<file path="config.mk">
export PLATFORM = sky130hd
export DESIGN_NAME = sr_iter
export DESIGN_NICKNAME = d
export VERILOG_FILES = /design/src/rtl/sr_pkg.sv /design/src/rtl/sr_step.sv /design/src/rtl/sr_iter.sv
export SDC_FILE = /design/constraint.sdc
export NUM_CORES = 1
export LEC_CHECK = 0
export BUFFER_PORTS_ARGS = -buffer_cell sky130_fd_sc_hd__buf_2
export CAP_MARGIN = 20
export CELL_PAD_IN_SITES_DETAIL_PLACEMENT = 1
export CELL_PAD_IN_SITES_GLOBAL_PLACEMENT = 1
export CORE_MARGIN = 3
export CORE_UTILIZATION = 40
export DETAILED_ROUTE_END_ITERATION = 7
export HOLD_SLACK_MARGIN = 0.06
export PLACE_DENSITY_LB_ADDON = 0.1
export SYNTH_ARGS = -nofsm -noshare
export SYNTH_HDL_FRONTEND = slang
export SYNTH_SLANG_ARGS = --single-unit
</file>
<file path="constraint.sdc">
create_clock -name clk -period 2.25 [get_ports clk]
set_input_delay 0.1125 -clock clk [delete_from_list [all_inputs] [get_ports clk]]
set_output_delay 0.1125 -clock clk [all_outputs]
set_load 0.1 [all_outputs]
</file>
<file path="src/rtl/sr_pkg.sv">
// sr_pkg: shared definitions for the iterative right shifter.
//   WIDTH_DEF / SHW_DEF : default operand width and shift-amount width.
//   sr_state_t          : controller states (IDLE, SHIFT, DONE).
package sr_pkg;

    localparam int unsigned WIDTH_DEF = 32;
    localparam int unsigned SHW_DEF   = 5;

    typedef enum logic [1:0] {
        IDLE  = 2'd0,
        SHIFT = 2'd1,
        DONE  = 2'd2
    } sr_state_t;

endpackage

</file>
<file path="src/rtl/sr_step.sv">
// sr_step: combinational single-step right shift.
// Optional feature macro: SR_ITER_FAST4_EN (adds a 4-bit step selected by by4).
// Ports:
//   in   : operand
//   fill : bit shifted in at the MSB end
//   en   : 1 = shift, 0 = pass in through unchanged
//   by4  : (SR_ITER_FAST4_EN only) 1 = shift by 4, 0 = shift by 1
//   out  : shifted result
module sr_step
    import sr_pkg::*;
#(
    parameter int unsigned WIDTH = WIDTH_DEF
) (
    input  logic [WIDTH-1:0] in,
    input  logic             fill,
    input  logic             en,
`ifdef SR_ITER_FAST4_EN
    input  logic             by4,
`endif
    output logic [WIDTH-1:0] out
);

    always_comb begin
        out = in;
        if (en) begin
`ifdef SR_ITER_FAST4_EN
            if (by4) begin
                out = {{4{fill}}, in[WIDTH-1:4]};
            end else begin
                out = {fill, in[WIDTH-1:1]};
            end
`else
            out = {fill, in[WIDTH-1:1]};
`endif
        end
    end

endmodule

</file>
<file path="src/rtl/sr_iter.sv">
// sr_iter: iterative logical/arithmetic right shifter, one step per clock.
// Optional feature macro: SR_ITER_FAST4_EN (shift by 4 per cycle while cnt >= 4).
// Ports:
//   clk   : clock, rising edge
//   rst_n : asynchronous active-low reset
//   start : request, accepted only when idle
//   in    : operand, sampled on accept
//   shamt : shift amount, sampled on accept
//   arith : 1 = sign fill, 0 = zero fill, sampled on accept
//   busy  : high whenever not idle (registered)
//   done  : one-cycle pulse, outp valid in that cycle (registered)
//   outp  : result register, holds last result until the next done
module sr_iter
    import sr_pkg::*;
#(
    parameter int unsigned WIDTH = WIDTH_DEF,
    parameter int unsigned SHW   = SHW_DEF
) (
    input  logic             clk,
    input  logic             rst_n,
    input  logic             start,
    input  logic [WIDTH-1:0] in,
    input  logic [SHW-1:0]   shamt,
    input  logic             arith,
    output logic             busy,
    output logic             done,
    output logic [WIDTH-1:0] outp
);

    sr_state_t        state;
    logic [WIDTH-1:0] data_r;
    logic [SHW-1:0]   cnt;
    logic             arith_r;

    logic [WIDTH-1:0] step_out;
    logic             step_en;
    logic             fill;
    logic [SHW-1:0]   cnt_dec;

    assign step_en = (state == SHIFT) && (cnt != '0);
    assign fill    = arith_r & data_r[WIDTH-1];

`ifdef SR_ITER_FAST4_EN
    logic by4;
    assign by4     = (cnt >= SHW'(4));
    assign cnt_dec = by4 ? SHW'(4) : SHW'(1);
`else
    assign cnt_dec = SHW'(1);
`endif

    sr_step #(
        .WIDTH (WIDTH)
    ) u_step (
        .in   (data_r),
        .fill (fill),
        .en   (step_en),
`ifdef SR_ITER_FAST4_EN
        .by4  (by4),
`endif
        .out  (step_out)
    );

    always_ff @(posedge clk or negedge rst_n) begin
        if (!rst_n) begin
            state   <= IDLE;
            data_r  <= '0;
            cnt     <= '0;
            arith_r <= 1'b0;
            outp    <= '0;
            busy    <= 1'b0;
            done    <= 1'b0;
        end else begin
            case (state)
                IDLE: begin
                    done <= 1'b0;
                    if (start) begin
                        data_r  <= in;
                        cnt     <= shamt;
                        arith_r <= arith;
                        busy    <= 1'b1;
                        state   <= SHIFT;
                    end
                end
                SHIFT: begin
                    if (cnt != '0) begin
                        data_r <= step_out;
                        cnt    <= cnt - cnt_dec;
                    end else begin
                        outp  <= data_r;
                        done  <= 1'b1;
                        state <= DONE;
                    end
                end
                DONE: begin
                    // busy stays high through the done cycle and drops on return to idle
                    done  <= 1'b0;
                    busy  <= 1'b0;
                    state <= IDLE;
                end
                default: begin
                    done  <= 1'b0;
                    busy  <= 1'b0;
                    state <= IDLE;
                end
            endcase
        end
    end

endmodule

</file>
; After elaboration in Yosys (flattened, before gate mapping)
; Cells that the tools add are included.
[op_classes]
n_mux = 14
bitwise_logic = 3
n_addsub = 1
reduce_logical = 10
eq_ne = 5
[ops]
columns = operator, count
row1 = 2-to-1 mux 32 bit, 3
row2 = one-hot mux 32 bit (2 select lines), 1
row3 = 2-to-1 mux 5 bit, 2
row4 = one-hot mux 5 bit (2 select lines), 1
row5 = AND reduction 2 bit, 4
row6 = "!= test 2 bit, second input constant", 3
row7 = nonzero test 5 bit, 1
row8 = "subtractor 5 x 1 -> 5 bit, second input constant", 1
row9 = 2-to-1 mux 2 bit, 2
row10 = one-hot mux 2 bit (2 select lines), 1
row11 = AND reduction 4 bit, 1
row12 = 2-to-1 mux 1 bit, 3
row13 = AND reduction 3 bit, 1
row14 = "equality test 2 x 1 -> 1 bit, second input constant", 1
row15 = logical NOT 2 bit, 1
row16 = "!= test 2 x 1 -> 1 bit, second input constant", 1
row17 = NOT 1 bit, 2
row18 = one-hot mux 1 bit (2 select lines), 1
row19 = nonzero test 2 bit, 1
row20 = bitwise AND 1 bit, 1
row21 = logical AND 1 bit, 1
[totals]
word_cells = 40
out_inout_bits = 34
regBits = 74

; Depth between registers and ports, before layout
[depth]
ltp_word = 5
depth_mapped = 7
depth_no_buf = 5

; Cells and area by module
; Synthesis repeated with hierarchy kept, for this count alone.
[unflattened]
hier_cells = 260
area_unflattened_um2 = 3927.5
[by_module_without_submodules]
columns = mod, seq_area_each_um2, area_per_inst_um2, instances, cells_each
row1 = sr_iter, 1851.8, 3383.2, 1, 224
row2 = sr_step, 0.0, 544.3, 1, 36

; Worst setup path after synthesis
; OpenSTA, ideal clock, no wires.
[synth_timing]
path_type = reg2reg
startpoint = register cnt[0]
endpoint = register outp[0]
required_time_ns = 2.125
stages_incl_launch_ff = 8
t_arrival_ns = 1.872
path_buffers = 2
period_less_slack_ns = 1.997
setup_time_ns = 0.125
path_slack_ns = 0.253
cell_sequence = dfrtp_1 > inv_1 > ha_1 > or3b_1 > or3_1 > buf_2 > buf_6 > mux2_4
[synth_via]
elab_chain_cells = 3
[synth_rtl]
columns = item, line_no
row1 = from (decl), sr_iter.sv:32  ; logic [SHW-1:0] cnt;
row2 = from (signal assigned), sr_iter.sv:78  ; cnt <= shamt;
row3 = from (signal assigned), sr_iter.sv:87  ; cnt <= cnt - cnt_dec;
row4 = nonzero test 5 bit, sr_iter.sv:85  ; if (cnt != '0) begin
row5 = NOT 1 bit (no source line), --
row6 = AND reduction 2 bit (no source line), --
row7 = to (signal assigned), sr_iter.sv:89  ; outp <= data_r;
row8 = to (decl), sr_iter.sv:27  ; output logic [WIDTH-1:0] outp
; No other way between the ends.
; A chain may end at the register's enable or synchronous reset.

; Worst setup path after layout
[layout_timing]
startpoint = register cnt[0]
endpoint = register outp[25]
; The elaborated chain is that of the path after synthesis.

==> run_results.csv <==
group,metric,value,unit
timing,holdWs,0.08852,ns
cts,cts_sinks,74,
synth,netlist_area,3368,sq um
timing,period_share,92.74,%
synth,synth_warnings,0,
timing,finalMaxSlewViolations,0,
critical_path,crit_type,"flip-flop to flip-flop",
cts,cts_buffer_depth,2,
cts,tritoncts,"yes",
synth,ys_types,33,
timing,clock.fmax,479.2,MHz
synth,synth-seq-cells,74,
grt,overflow,0,
critical_path,cp-end-kind,"flip-flop",
floorplanning,io_pins,75,
floorplanning,rows,32,
synth,ys_seq_area_share,54.98,%
final_layout,antenna_cells,0,
placed_design,dp.final_hpwl,4639,microns
timing,rsz0062_at_grt,"no",
route,routed_wl,7195,microns
synth,syn-num-nets,265,
route,first_pass_iters,4,
cts,cts_made_buffers,9,
route,viasPerCell,5.034,
cts,clk_pin_slew,0.08,ns
critical_path,start_kind,"flip-flop",
floorplanning,coreArea,7968,sq um
route,ant_nets,0,
hold_path,min_path_type,"input pin to flip-flop",
grt,grt_pass1_wl,11510,microns
grt,grt_usage,15.41,%
critical_path,critPathRequiredTime,2.48,ns
route,post_drt_wl_per_cell,17.34,microns
final_layout,area_growth,25.71,%
floorplanning,fp.dieW,97.77,microns
timing,setup_violations,0,
cts,clk_latency,0.34,ns
timing,finalCriticalPeriod,2.087,ns
route,drt_iter0_drc,60,
timing,worstMarginPinSlew,0.9292,ns
placed_design,routabilityCongestion,0.6829,
floorplanning,die_h,97.77,microns
synth,syn_avg_cell_area,15.10,sq um
cts,root_buffer,"clkbuf_8",
outcome,status,"complete, no violations",
timing,tns,0,ns
timing,relSlewSlack,38.05,%
final_layout,final_common_cell,"dfrtp_1",
placed_design,portBuffers,74,
grt,grt_max_degree,75,
grt,grt_antenna_before_repair,0,
floorplanning,fp.dieArea,9558,sq um
cts,htree_levels,3,
final_layout,fin_nets,350,
critical_path,cp.arrival,2.32,ns
route,vias,2089,
synth,syn_inst,223,
final_layout,final_cell_mix,"dfrtp_1 (74), buf_2 (73), mux2_2 (55)",
critical_path,cp_max_fo,16,
final_layout,drive_gt1_share,60.06,%
floorplanning,initial_core_util,42.27,%
timing,skew,0.009686,ns
flow_run,max_cap_viol_count,0,
timing,timing_hold_violations_final,0,
route,drc,0,
grt,grt_pass1_vias,2256,
worst paths after layout:
| check | startpoint | endpoint | slack (ns) | cells after the start |
|---|---|---|---|---|
| min in group asynchronous | rst_n | busy | 0.44 | 2 |
| worst max-delay path | cnt[0] | outp[25] | 0.16 | 6 |
| worst min register to register | done | done | 0.50 | 2 |
| worst max register to register | cnt[0] | outp[25] | 0.16 | 6 |
| max in group asynchronous | rst_n | data_r[11] | 1.20 | 2 |
| worst min-delay path | shamt[1] | cnt[1] | 0.09 | 3 |
worst max-delay path, cell delays in order, from the launching register on:
cell	delay, ns
dfrtp_1	0.41
inv_1	0.08
ha_1	0.20
or3b_1	0.37
or3_4	0.38
clkbuf_16	0.22
mux2_4	0.30
per-stage QoR:
step	area, sq um	worst slack, ns	instances	utilization, %
2_1_floorplan	3368	0.2529	223	-
3_3_place_gp	3890	0.1320	393	48.82
3_5_place_dp	3890	0.07123	393	48.82
4_1_cts	4205	0.05924	414	52.78
5_1_grt	4234	0.07197	415	53.14
6_report	4234	0.1633	415	53.14
routing by layer:
layer  up-vias  global-route usage (%)  routed length [microns]
li1        970                       -                        -
met5         -                       0                        0
met4         0                   7.029                      108
met3         9                   4.000                      346
met2        48                   24.09                     3395
met1      1062                   20.19                     3345
cells by family (layout without fill, tap and decap cells):
group,after synthesis,after routing,share of synthesized area (%)
flip-flops,74,74,54.98
buffers and inverters,18,108,3.083
AO/OA/AOI/OAI,13,13,2.600
adder cells (fa/ha/maj),1,1,0.3714
multiplexers,96,96,35.25
AND/OR/NAND/NOR,21,21,3.715
sequential cells by signal, indices dropped and copies added (netlist names):
signal / cells
arith_r: 1
busy: 1
data_r: 32
outp: 32
cnt: 5
state: 2
done: 1
Yosys cell counts:
cell / n / area share (%)
mux2_4: 29 / 13
a21oi_1: 4 / 0.59
o221a_2: 1 / 0.33
buf_1: 1 / 0.11
a211oi_1: 2 / 0.45
and2_1: 1 / 0.19
nor4_1: 1 / 0.19
dfrtp_1: 74 / 55
mux2_2: 55 / 18
nor2b_1: 1 / 0.19
buf_2: 2 / 0.30
o21ai_0: 3 / 0.45
buf_4: 3 / 0.67
clkbuf_1: 4 / 0.45
ha_1: 1 / 0.37
nor3_1: 2 / 0.30
or3_1: 1 / 0.19
buf_6: 3 / 1.0
nor3b_1: 2 / 0.45
nand2_1: 3 / 0.33
mux2i_1: 2 / 0.59
or3b_1: 1 / 0.26
mux2_1: 10 / 3.3
nor2_1: 4 / 0.45
and3_1: 1 / 0.19
nand2b_1: 1 / 0.19
nor4b_1: 1 / 0.26
or4b_2: 1 / 0.30
or3b_2: 1 / 0.26
inv_1: 5 / 0.56
o21ai_2: 1 / 0.26
a32oi_1: 1 / 0.26
a221oi_1: 1 / 0.26
what timing repair did:
action | 4_1_cts | 5_1_grt
hold buffers | 5 | 0
hold endpoints to repair | 78 | 0
gates resized for setup | 0 | 1
setup endpoints to repair | 0 | 21
buffers inserted | 0 | 0
area by class of cell:
| type | instances | area [sq um] |
|---|---|---|
| Clock buffer | 9 | 123.9 |
| Clock inverter | 7 | 141.4 |
| Fill cell | 833 | 3734 |
| Inverter | 5 | 18.77 |
| Multi-Input combinational cell | 131 | 1433 |
| Sequential cell | 74 | 1852 |
| Tap cell | 102 | 127.6 |
| Timing Repair Buffer | 87 | 538.0 |
Power is left out: the tool's default activity adds up to more than one toggle a clock period on the data nets, which glitch-free logic cannot reach.
